### config.mk
export PLATFORM = sky130hd
export DESIGN_NAME = payment_collector
export DESIGN_NICKNAME = d
export VERILOG_FILES = /design/src/rtl/change_pkg.sv /design/src/rtl/coin_inventory.sv /design/src/rtl/payment_collector.sv
export SDC_FILE = /design/constraint.sdc
export NUM_CORES = 1
export LEC_CHECK = 0
export ABC_CLOCK_PERIOD_IN_PS = 2500
export CORE_UTILIZATION = 45
export DETAILED_ROUTE_END_ITERATION = 10
export PLACE_DENSITY = 0.76
export SYNTH_ARGS = -nofsm -noshare
export SYNTH_HDL_FRONTEND = slang
export SYNTH_SLANG_ARGS = --single-unit
### constraint.sdc
create_clock -name clock -period 2.5 [get_ports clock]
set_input_delay 0.25 -clock clock [delete_from_list [all_inputs] [get_ports clock]]
set_output_delay 0.25 -clock clock [all_outputs]
set_load 0.05 [all_outputs]
### src/rtl/change_pkg.sv
// Shared types and constants for the vending change path:
// coin encodings, dispense codes, coin values and FSM states.
package change_pkg;

  typedef enum logic [1:0] {
    COIN_NONE     = 2'b00,
    COIN_CIRCLE   = 2'b01,
    COIN_TRIANGLE = 2'b10,
    COIN_PENTAGON = 2'b11
  } coin_t;

  typedef enum logic [1:0] {
    ST_IDLE    = 2'd0,
    ST_COLLECT = 2'd1,
    ST_REQUEST = 2'd2
  } state_t;

  localparam logic [2:0] DISP_NONE = 3'b000;
  localparam logic [2:0] DISP_CIRC = 3'b001;
  localparam logic [2:0] DISP_TRI  = 3'b010;
  localparam logic [2:0] DISP_PENT = 3'b011;

  localparam logic [2:0] VAL_CIRC = 3'd1;
  localparam logic [2:0] VAL_TRI  = 3'd3;
  localparam logic [2:0] VAL_PENT = 3'd5;

  function automatic logic [2:0] coin_value(coin_t c);
    case (c)
      COIN_CIRCLE:   return VAL_CIRC;
      COIN_TRIANGLE: return VAL_TRI;
      COIN_PENTAGON: return VAL_PENT;
      default:       return 3'd0;
    endcase
  endfunction

  function automatic logic [1:0] hits(
    logic [2:0] a, logic [2:0] b, logic [2:0] code
  );
    return {1'b0, a == code} + {1'b0, b == code};
  endfunction

  function automatic logic [1:0] drop(logic [1:0] c, logic [1:0] dn);
    return (dn > c) ? 2'd0 : c - dn;
  endfunction

endpackage

### src/rtl/coin_inventory.sv
// Three 2-bit coin counters: +1 on an accepted coin,
// up to -2 on a dispense, flooring at zero.
module coin_inventory
  import change_pkg::*;
#(
  parameter logic [1:0] INIT_PENT = 2'd1,
  parameter logic [1:0] INIT_TRI  = 2'd1,
  parameter logic [1:0] INIT_CIRC = 2'd1
) (
  input  logic       clock,
  input  logic       reset,
  input  logic       inc,
  input  coin_t      inc_type,
  input  logic       dec,
  input  logic [2:0] first_coin,
  input  logic [2:0] second_coin,
  output logic [1:0] pentagons,
  output logic [1:0] triangles,
  output logic [1:0] circles,
  output logic       full
);

  logic [1:0] pent_dn;
  logic [1:0] tri_dn;
  logic [1:0] circ_dn;

  always_comb begin
    pent_dn = 2'd0;
    tri_dn  = 2'd0;
    circ_dn = 2'd0;
    if (dec) begin
      pent_dn = hits(first_coin, second_coin, DISP_PENT);
      tri_dn  = hits(first_coin, second_coin, DISP_TRI);
      circ_dn = hits(first_coin, second_coin, DISP_CIRC);
    end
  end

  always_comb begin
    full = 1'b0;
    case (inc_type)
      COIN_CIRCLE:   full = (circles == 2'd3);
      COIN_TRIANGLE: full = (triangles == 2'd3);
      COIN_PENTAGON: full = (pentagons == 2'd3);
      default:       full = 1'b0;
    endcase
  end

  // inc and dec are never both active: they belong to different states
  always_ff @(posedge clock or posedge reset) begin
    if (reset) begin
      pentagons <= INIT_PENT;
      triangles <= INIT_TRI;
      circles   <= INIT_CIRC;
    end else begin
      if (inc && !full && inc_type == COIN_PENTAGON)
        pentagons <= pentagons + 2'd1;
      else
        pentagons <= drop(pentagons, pent_dn);
      if (inc && !full && inc_type == COIN_TRIANGLE)
        triangles <= triangles + 2'd1;
      else
        triangles <= drop(triangles, tri_dn);
      if (inc && !full && inc_type == COIN_CIRCLE)
        circles <= circles + 2'd1;
      else
        circles <= drop(circles, circ_dn);
    end
  end

endmodule

### src/rtl/payment_collector.sv
// Vending transaction front end: collects coins, then holds a
// stable change request until acknowledged.
module payment_collector
  import change_pkg::*;
#(
  parameter logic [1:0] INIT_PENT = 2'd1,
  parameter logic [1:0] INIT_TRI  = 2'd1,
  parameter logic [1:0] INIT_CIRC = 2'd1
) (
  input  logic       clock,
  input  logic       reset,
  input  logic       start,
  input  logic [3:0] cost_in,
  input  logic       coin_valid,
  input  logic [1:0] coin_type,
  input  logic       cancel,
  input  logic       change_ack,
  input  logic [2:0] first_coin,
  input  logic [2:0] second_coin,
  output logic [3:0] Cost,
  output logic [3:0] Paid,
  output logic [1:0] Pentagons,
  output logic [1:0] Triangles,
  output logic [1:0] Circles,
  output logic       change_req,
  output logic       busy,
  output logic       coin_reject
);

  state_t     state;
  state_t     state_nxt;
  coin_t      ctype;
  logic       full;
  logic       coin_ok;
  logic       ack_ok;
  logic [4:0] sum;
  logic [3:0] paid_add;
  logic [3:0] paid_nxt;
  logic [3:0] cost_nxt;

  assign ctype   = coin_t'(coin_type);
  assign coin_ok = (state == ST_COLLECT) && coin_valid &&
                   (ctype != COIN_NONE) && !full;
  assign ack_ok  = (state == ST_REQUEST) && change_ack;

  assign sum      = {1'b0, Paid} + {2'b00, coin_value(ctype)};
  assign paid_add = sum[4] ? 4'hF : sum[3:0];

  always_comb begin
    state_nxt = state;
    cost_nxt  = Cost;
    paid_nxt  = Paid;
    unique case (state)
      ST_IDLE: begin
        if (start) begin
          cost_nxt  = cost_in;
          paid_nxt  = 4'd0;
          state_nxt = ST_COLLECT;
        end
      end
      ST_COLLECT: begin
        if (coin_ok) paid_nxt = paid_add;
        // cancel zeroes the price so the full payment is refunded
        if (cancel) begin
          cost_nxt  = 4'd0;
          state_nxt = ST_REQUEST;
        end else if (paid_nxt >= Cost) begin
          state_nxt = ST_REQUEST;
        end
      end
      ST_REQUEST: begin
        if (change_ack) begin
          paid_nxt  = 4'd0;
          state_nxt = ST_IDLE;
        end
      end
      default: state_nxt = ST_IDLE;
    endcase
  end

  always_ff @(posedge clock or posedge reset) begin
    if (reset) begin
      state       <= ST_IDLE;
      Cost        <= 4'd0;
      Paid        <= 4'd0;
      change_req  <= 1'b0;
      busy        <= 1'b0;
      coin_reject <= 1'b0;
    end else begin
      state       <= state_nxt;
      Cost        <= cost_nxt;
      Paid        <= paid_nxt;
      change_req  <= (state_nxt == ST_REQUEST);
      busy        <= (state_nxt != ST_IDLE);
      coin_reject <= coin_valid && !coin_ok;
    end
  end

  coin_inventory #(
    .INIT_PENT(INIT_PENT),
    .INIT_TRI (INIT_TRI),
    .INIT_CIRC(INIT_CIRC)
  ) u_inv (
    .clock      (clock),
    .reset      (reset),
    .inc        (coin_ok),
    .inc_type   (ctype),
    .dec        (ack_ok),
    .first_coin (first_coin),
    .second_coin(second_coin),
    .pentagons  (Pentagons),
    .triangles  (Triangles),
    .circles    (Circles),
    .full       (full)
  );

endmodule
* Word level (Yosys, flattened, before mapping)
Index checks and enable logic that the tools add are counted.
** Cells by class
- Bitwise logic cells :: 0
- $lt $le $gt $ge :: 4
- Add/sub/neg operators :: 10
- $mul :: 0
- Multiplexer cells :: 25
- Equality and inequality tests :: 18
- Reduce and logical (&&, ||, !) cells :: 18
- Shift-type cells :: 0
- Div/mod/pow operators :: 0
** Operators by type and width (count)
- two-way mux 4 bit :: 7
- two-way mux 2 bit :: 13
- == test 2 bit (second input constant) :: 7
- == test 3 x 2 -> 1 bit (second input constant) :: 4
- case mux 4 bit (3 select lines) :: 1
- logical AND 1 bit :: 9
- case mux 3 bit (3 select lines) :: 1
- case mux 4 bit (2 select lines) :: 1
- adder 1 x 1 -> 2 bit :: 3
- adder 2 x 1 -> 2 bit (second input constant) :: 3
- == test 3 x 1 -> 1 bit (second input constant) :: 2
- > comparator 2 bit :: 3
- != test 2 bit (second input constant) :: 3
- case mux 2 bit (3 select lines) :: 1
- AND reduction 3 bit :: 2
- nonzero test 2 bit :: 3
- subtractor 2 bit :: 3
- adder 4 x 3 -> 5 bit :: 1
- == test 2 x 1 -> 1 bit (second input constant) :: 2
- greater-or-equal comparator 4 bit :: 1
- case mux 1 bit (3 select lines) :: 1
- nonzero test 3 bit :: 1
- logical NOT 1 bit :: 2
- logical NOT 2 bit :: 1
** Storage, ports and cells
- Logic and storage cells :: 84
- Output and inout bits :: 17
- Input bits :: 18
- Latch bits :: 0
- Register bits after elaboration :: 19
- Bits in writable memories :: 0
- Memories kept :: 0
- Memory bits (read-only) :: 0

* Logic depth before layout (Yosys ltp)
- Depth in word-level cells :: 11
- Mapped depth :: 15
- Depth with buffers taken out :: 14

* Hierarchy
From an unflattened synthesis, not the netlist that was laid out.
** Unflattened totals
- Cell total of the unflattened synthesis :: 150
- Area, all modules :: 1452.6 um2
** By module, submodules not included
- payment_collector :: area an instance 907.1 um2, sequential area each 325.3 um2, cells each 95, instances 1
- coin_inventory :: area an instance 545.5 um2, sequential area each 153.9 um2, cells each 55, instances 1

* Worst setup path before layout
OpenSTA, ideal clock, no wires.
- Path type :: register -> register
- Start point :: register Paid[0]
- End point :: register change_req
- Data arrival time :: 2.775 ns
- Cell stages (with the launch flop) :: 13
- Period minus slack after synthesis :: 2.912 ns
- Path buffers :: 0
- Data required time :: 2.363 ns
- Path slack :: -0.412 ns
- Setup time :: 0.137 ns
- Cell sequence :: dfrtp_1 ha_1 inv_1 fa_1 nor2b_1 o21ai_0 nand2b_1 mux2i_1 ha_1 nand2b_1 a21o_1 a21oi_1 o211ai_1
** On the way
- Cells in the longest elaborated chain, start to end :: 9
** RTL lines
- from (decl) :: RTL line payment_collector.sv:21 : output logic [3:0] Paid,
- from (signal assigned) :: RTL line payment_collector.sv:92 : Paid <= paid_nxt;
- adder 4 x 3 -> 5 bit :: RTL line payment_collector.sv:46 : assign sum = {1'b0, Paid} + {2'b00, coin_value(ctype)};
- two-way mux 4 bit :: RTL line payment_collector.sv:47 : assign paid_add = sum[4] ? 4'hF : sum[3:0];
- two-way mux 4 bit * :: RTL line payment_collector.sv:62 : if (coin_ok) paid_nxt = paid_add;
- two-way mux 4 bit * :: RTL line payment_collector.sv:53 : unique case (state)
- greater-or-equal comparator 4 bit * :: RTL line payment_collector.sv:67 : end else if (paid_nxt >= Cost) begin
- two-way mux 2 bit * :: RTL line payment_collector.sv:67
- two-way mux 2 bit * :: RTL line payment_collector.sv:64 : if (cancel) begin
- case mux 2 bit (3 select lines) * :: RTL line payment_collector.sv:53
- == test 2 bit * :: RTL line payment_collector.sv:93 : change_req <= (state_nxt == ST_REQUEST);
- to (signal assigned) :: RTL line payment_collector.sv:93
- to (decl) :: RTL line payment_collector.sv:25 : output logic change_req,
Mark *: on every way between the ends. The rest lies on a longest branch, timed or not. The select of a mux whose other input is x is not followed.
A chain may end at the register's enable or synchronous reset.

* Final worst setup path
- Start point :: input coin_type[1]
- End point :: register state[0]
** On the way
- Cells in the longest elaborated chain, start to end :: 10
- Elaborated cells on any way between the ends :: 17
- Classes of those cells :: 1 x add/sub; 1 x order compare; 3 x eq/ne; 8 x mux; 4 x reduce/logical
** RTL lines
- from (decl) :: RTL line payment_collector.sv:15 : input logic [1:0] coin_type,
- == test 2 bit / == test 2 x 1 -> 1 bit (equally long branches) :: RTL line change_pkg.sv:28, coin_inventory.sv:40
- case mux 3 bit (3 select lines) / case mux 1 bit (3 select lines) (equally long branches) :: RTL line change_pkg.sv:28, coin_inventory.sv:40
- adder 4 x 3 -> 5 bit / logical NOT 1 bit (equally long branches) :: RTL line payment_collector.sv:46, payment_collector.sv:43
- two-way mux 4 bit / logical AND 1 bit (equally long branches) :: RTL line payment_collector.sv:47, payment_collector.sv:43
- two-way mux 4 bit * :: RTL line payment_collector.sv:62
- two-way mux 4 bit * :: RTL line payment_collector.sv:53
- greater-or-equal comparator 4 bit * :: RTL line payment_collector.sv:67
- two-way mux 2 bit * :: RTL line payment_collector.sv:67
- two-way mux 2 bit * :: RTL line payment_collector.sv:64
- case mux 2 bit (3 select lines) * :: RTL line payment_collector.sv:53
- via state_nxt[0] :: RTL line payment_collector.sv:31 : state_t state_nxt;
- to (signal assigned) :: RTL line payment_collector.sv:90 : state <= state_nxt;
- to (decl) :: RTL line payment_collector.sv:30 : state_t state;
The timed path passes the listed nets; every way through them passes the cells marked *. The select of a mux whose other input is x is not followed.

==> impl_results.md <==
- Final GP Congestion: 0.984
- Cells after synthesis: 163
- Worst endpoint required time: 2.75 ns
- Synth Area per Inst: 9.50 um2
- Core area: 3150 um2
- Io pins: 35
- Antenna Cells: 0
- Global router's overall resource usage: 0.220
- Final period util: 0.969
- Crit start category: input port
- Worst path most repeated cell: ha_1
- Overflow after GRT: 0
- Peak supply drop: 0.653 mV
- Most common flop cell mapped by yosys: dfrtp_1
- Clock latency on the worst-skew pair: 0.31 ns
- Final setup viols: 0
- P&R area growth vs syn: 40.5%
- Number of port buffers: 34
- Synth warnings: 0
- Final Max Tran Viols: 0
- Top post-synthesis cells by area: dfrtp_1 26%, ha_1 11%, fa_1 5.2%, dfstp_2 5.1%, inv_1 5.1%
- Vias/cell: 5.26
- Root Buffer: clkbuf_4
- Critical path capture point type: register
- Nets: 258
- DRC errors left: 0
- Layout cells sized above 1: 0.257
- Routed len/inst: 14.0 um
- HP Class: input port to asynchronous set/reset pin
- Vias: 1,400
- M1 WL: 1.52 mm
- Initial DRC Count: 51
- Crit path kind: input port to register
- Initial core utilization: 0.491
- Max Cap Violations: 0
- Syn Nets: 198
- Post-synthesis sequential area ratio: 0.310
- ANT nets after route: 0
- Number of synthesized flops with an enable pin: 0
- Biggest cell delay along the critical path: 0.34 ns
- Chip width: 60.6 um
- Initial antenna violation count: 0
- First-pass GRT wire length: 5.95 mm
- Ys async rst share: 1.00
- Final Hold Fails: 0
- Synth area leader: dfrtp_1
- Synth top area share: 0.259
- Hold WS: 0.361 ns
- FP Rows: 20
- DRT Wirelength: 3.74 mm
- Post-place setup slack: -0.495 ns
- Slowest CP cell: a2111oi_4
- Power Density: 1050 nW/um2
- Slew HR: 0.494
- Lkg Pwr: 0.987 nW
- Cell with the most instances after synthesis: inv_1
- Post-synth cell types: 44
- DR WL met3: 171 um
- Drt first pass iters: 5
- Slew @ Worst Pin: 0.758 ns
- Synth cell count leaders: 21 x inv_1, 16 x dfrtp_1, 15 x nand2_1
- Fmax achieved: 0.413 GHz
- Die area: 3680 um2
- Max FO, Critical Path: 2
- H-tree depth: 1
- CTS max path bufs: 2
- Clk slew on worst S/H paths: 0.11 ns
- CTS buffer count: 3
- HPWL after DPL: 2.87 mm
- Max Clock Skew: 0.00348 ns
- Final WS setup: 0.0777 ns
- Largest net degree at the start of global routing: 20
- TritonCTS clock tree: built
- Syn Std Cell Area: 1550 um2
- CTS Hold Buffers Added: 0
- DR WL met2: 1.96 mm
- Vias in the first global route: 1,395
- # clock sinks: 19
- Top sig layer: met4
- Outcome: complete, no violations
- Synth Register Bits: 19
- Final core occ: 0.690
- Die Height: 60.6 um
- Fin crit period: 2.42 ns
- Worst EP arrival: 2.68 ns
- CP cell instances: dlygate4sd2_1, buf_4, nand2_1, inv_1, ha_1, nand3_1, a2111oi_4, o21ai_2, a22o_1, ha_1, nor4_2, nor2b_1, a211o_1
==> final timing paths <==
path,startpoint,slack [ns],cells after the start,end
worst max-delay path,coin_type[1],0.08,13,state[0]
worst min-delay path,reset,0.36,2,coin_reject
worst max register to register,Paid[0],0.10,15,Paid[0]
worst min register to register,Cost[3],0.56,2,Cost[3]
max in group asynchronous,reset,1.61,2,Paid[2]
min in group clock,Cost[3],0.56,2,Cost[3]
==> where the power goes <==
| group | switching (mW) | internal (mW) | total (mW) |
|---|---|---|---|
| Sequential | 0.139 | 0.452 | 0.591 |
| Clock | 0.100 | 0.0623 | 0.162 |
| Combinational | 0.877 | 0.648 | 1.52 |
==> layout by cell type, fill, tap and decap left out, types with 2 or more instances in the layout <==
master / Yosys / final
a21oi_1: 4 / 3
a22oi_1: 4 / 4
and2_1: 7 / 7
and3b_1: 3 / 3
buf_4: 0 / 24
clkbuf_4: 0 / 3
clkdlybuf4s50_1: 0 / 32
dfrtp_1: 16 / 13
dfrtp_2: 0 / 3
dfstp_2: 3 / 3
dlygate4sd2_1: 0 / 2
fa_1: 4 / 3
ha_1: 13 / 11
ha_4: 0 / 2
inv_1: 21 / 18
inv_2: 0 / 3
mux2_1: 2 / 2
mux2_2: 6 / 6
mux2i_1: 2 / 2
nand2_1: 15 / 14
nand2b_1: 2 / 2
nand3_1: 3 / 3
nor2_1: 10 / 10
nor3b_1: 4 / 4
nor4_2: 1 / 2
o211ai_1: 2 / 2
o21ai_0: 10 / 9
o21ai_2: 1 / 2
o2bb2ai_1: 4 / 4
xor2_1: 3 / 3
==> sequential cells by signal, indices dropped and copies added, names as in the netlist <==
register         count
u_inv.circles        2
Cost                 4
state                2
coin_reject          1
u_inv.pentagons      2
u_inv.triangles      2
change_req           1
busy                 1
Paid                 4
==> layout make-up <==
cell class / count / area [um2]
Sequential cell: 19 / 483
Fill cell: 270 / 978
Multi-Input combinational cell: 120 / 1010
Timing Repair Buffer: 58 / 518
Inverter: 21 / 78.8
Clock buffer: 4 / 26.3
Tap cell: 44 / 55.1
==> cells by family (layout without fill, tap and decap cells) <==
kind of cell / Yosys count / after routing / share of synthesized area
buffers and inverters: 24 / 83 / 0.0687
DFF: 19 / 19 / 0.310
and+or+nand+nor: 54 / 54 / 0.196
adders and majority gates: 17 / 17 / 0.157
AOI/OAI and AO/OA: 36 / 36 / 0.181
xor gates and xnor gates: 3 / 3 / 0.0170
muxes: 10 / 10 / 0.0711
==> layer usage <==
metal	GRT usage	vias up
met5	0	-
met4	0.0877	0
met3	0.0277	10
met2	0.413	46
met1	0.250	658
li1	-	686
==> critical path, delay by kind of cell <==
| family | cells | cell delay, ns |
|---|---|---|
| AO/OA/AOI/OAI | 4 | 0.80 |
| adder cells (fa/ha/maj) | 2 | 0.49 |
| buffers and inverters | 3 | 0.46 |
| AND/OR/NAND/NOR | 4 | 0.68 |
==> metrics by stage <==
step | power [mW] | instance area, um2 | cells | TNS, ns
2_1_floorplan | 1.55 | 1580 | 163 | 0
3_3_place_gp | 1.96 | 2070 | 254 | -1.11
3_5_place_dp | 2.01 | 2070 | 254 | -1.42
4_1_cts | 2.26 | 2140 | 265 | 0
5_1_grt | 2.43 | 2170 | 266 | -0.0158
6_report | 2.28 | 2170 | 266 | 0
==> timing repair <==
| item | CTS | global route |
|---|---|---|
| resized for setup | 5 | 4 |
| endpoints found under the setup margin | 3 | 4 |
| pin swaps | 3 | 4 |
| buffers inserted | 7 | 1 |
No activity file was read; power rests on OpenSTA's default activity.
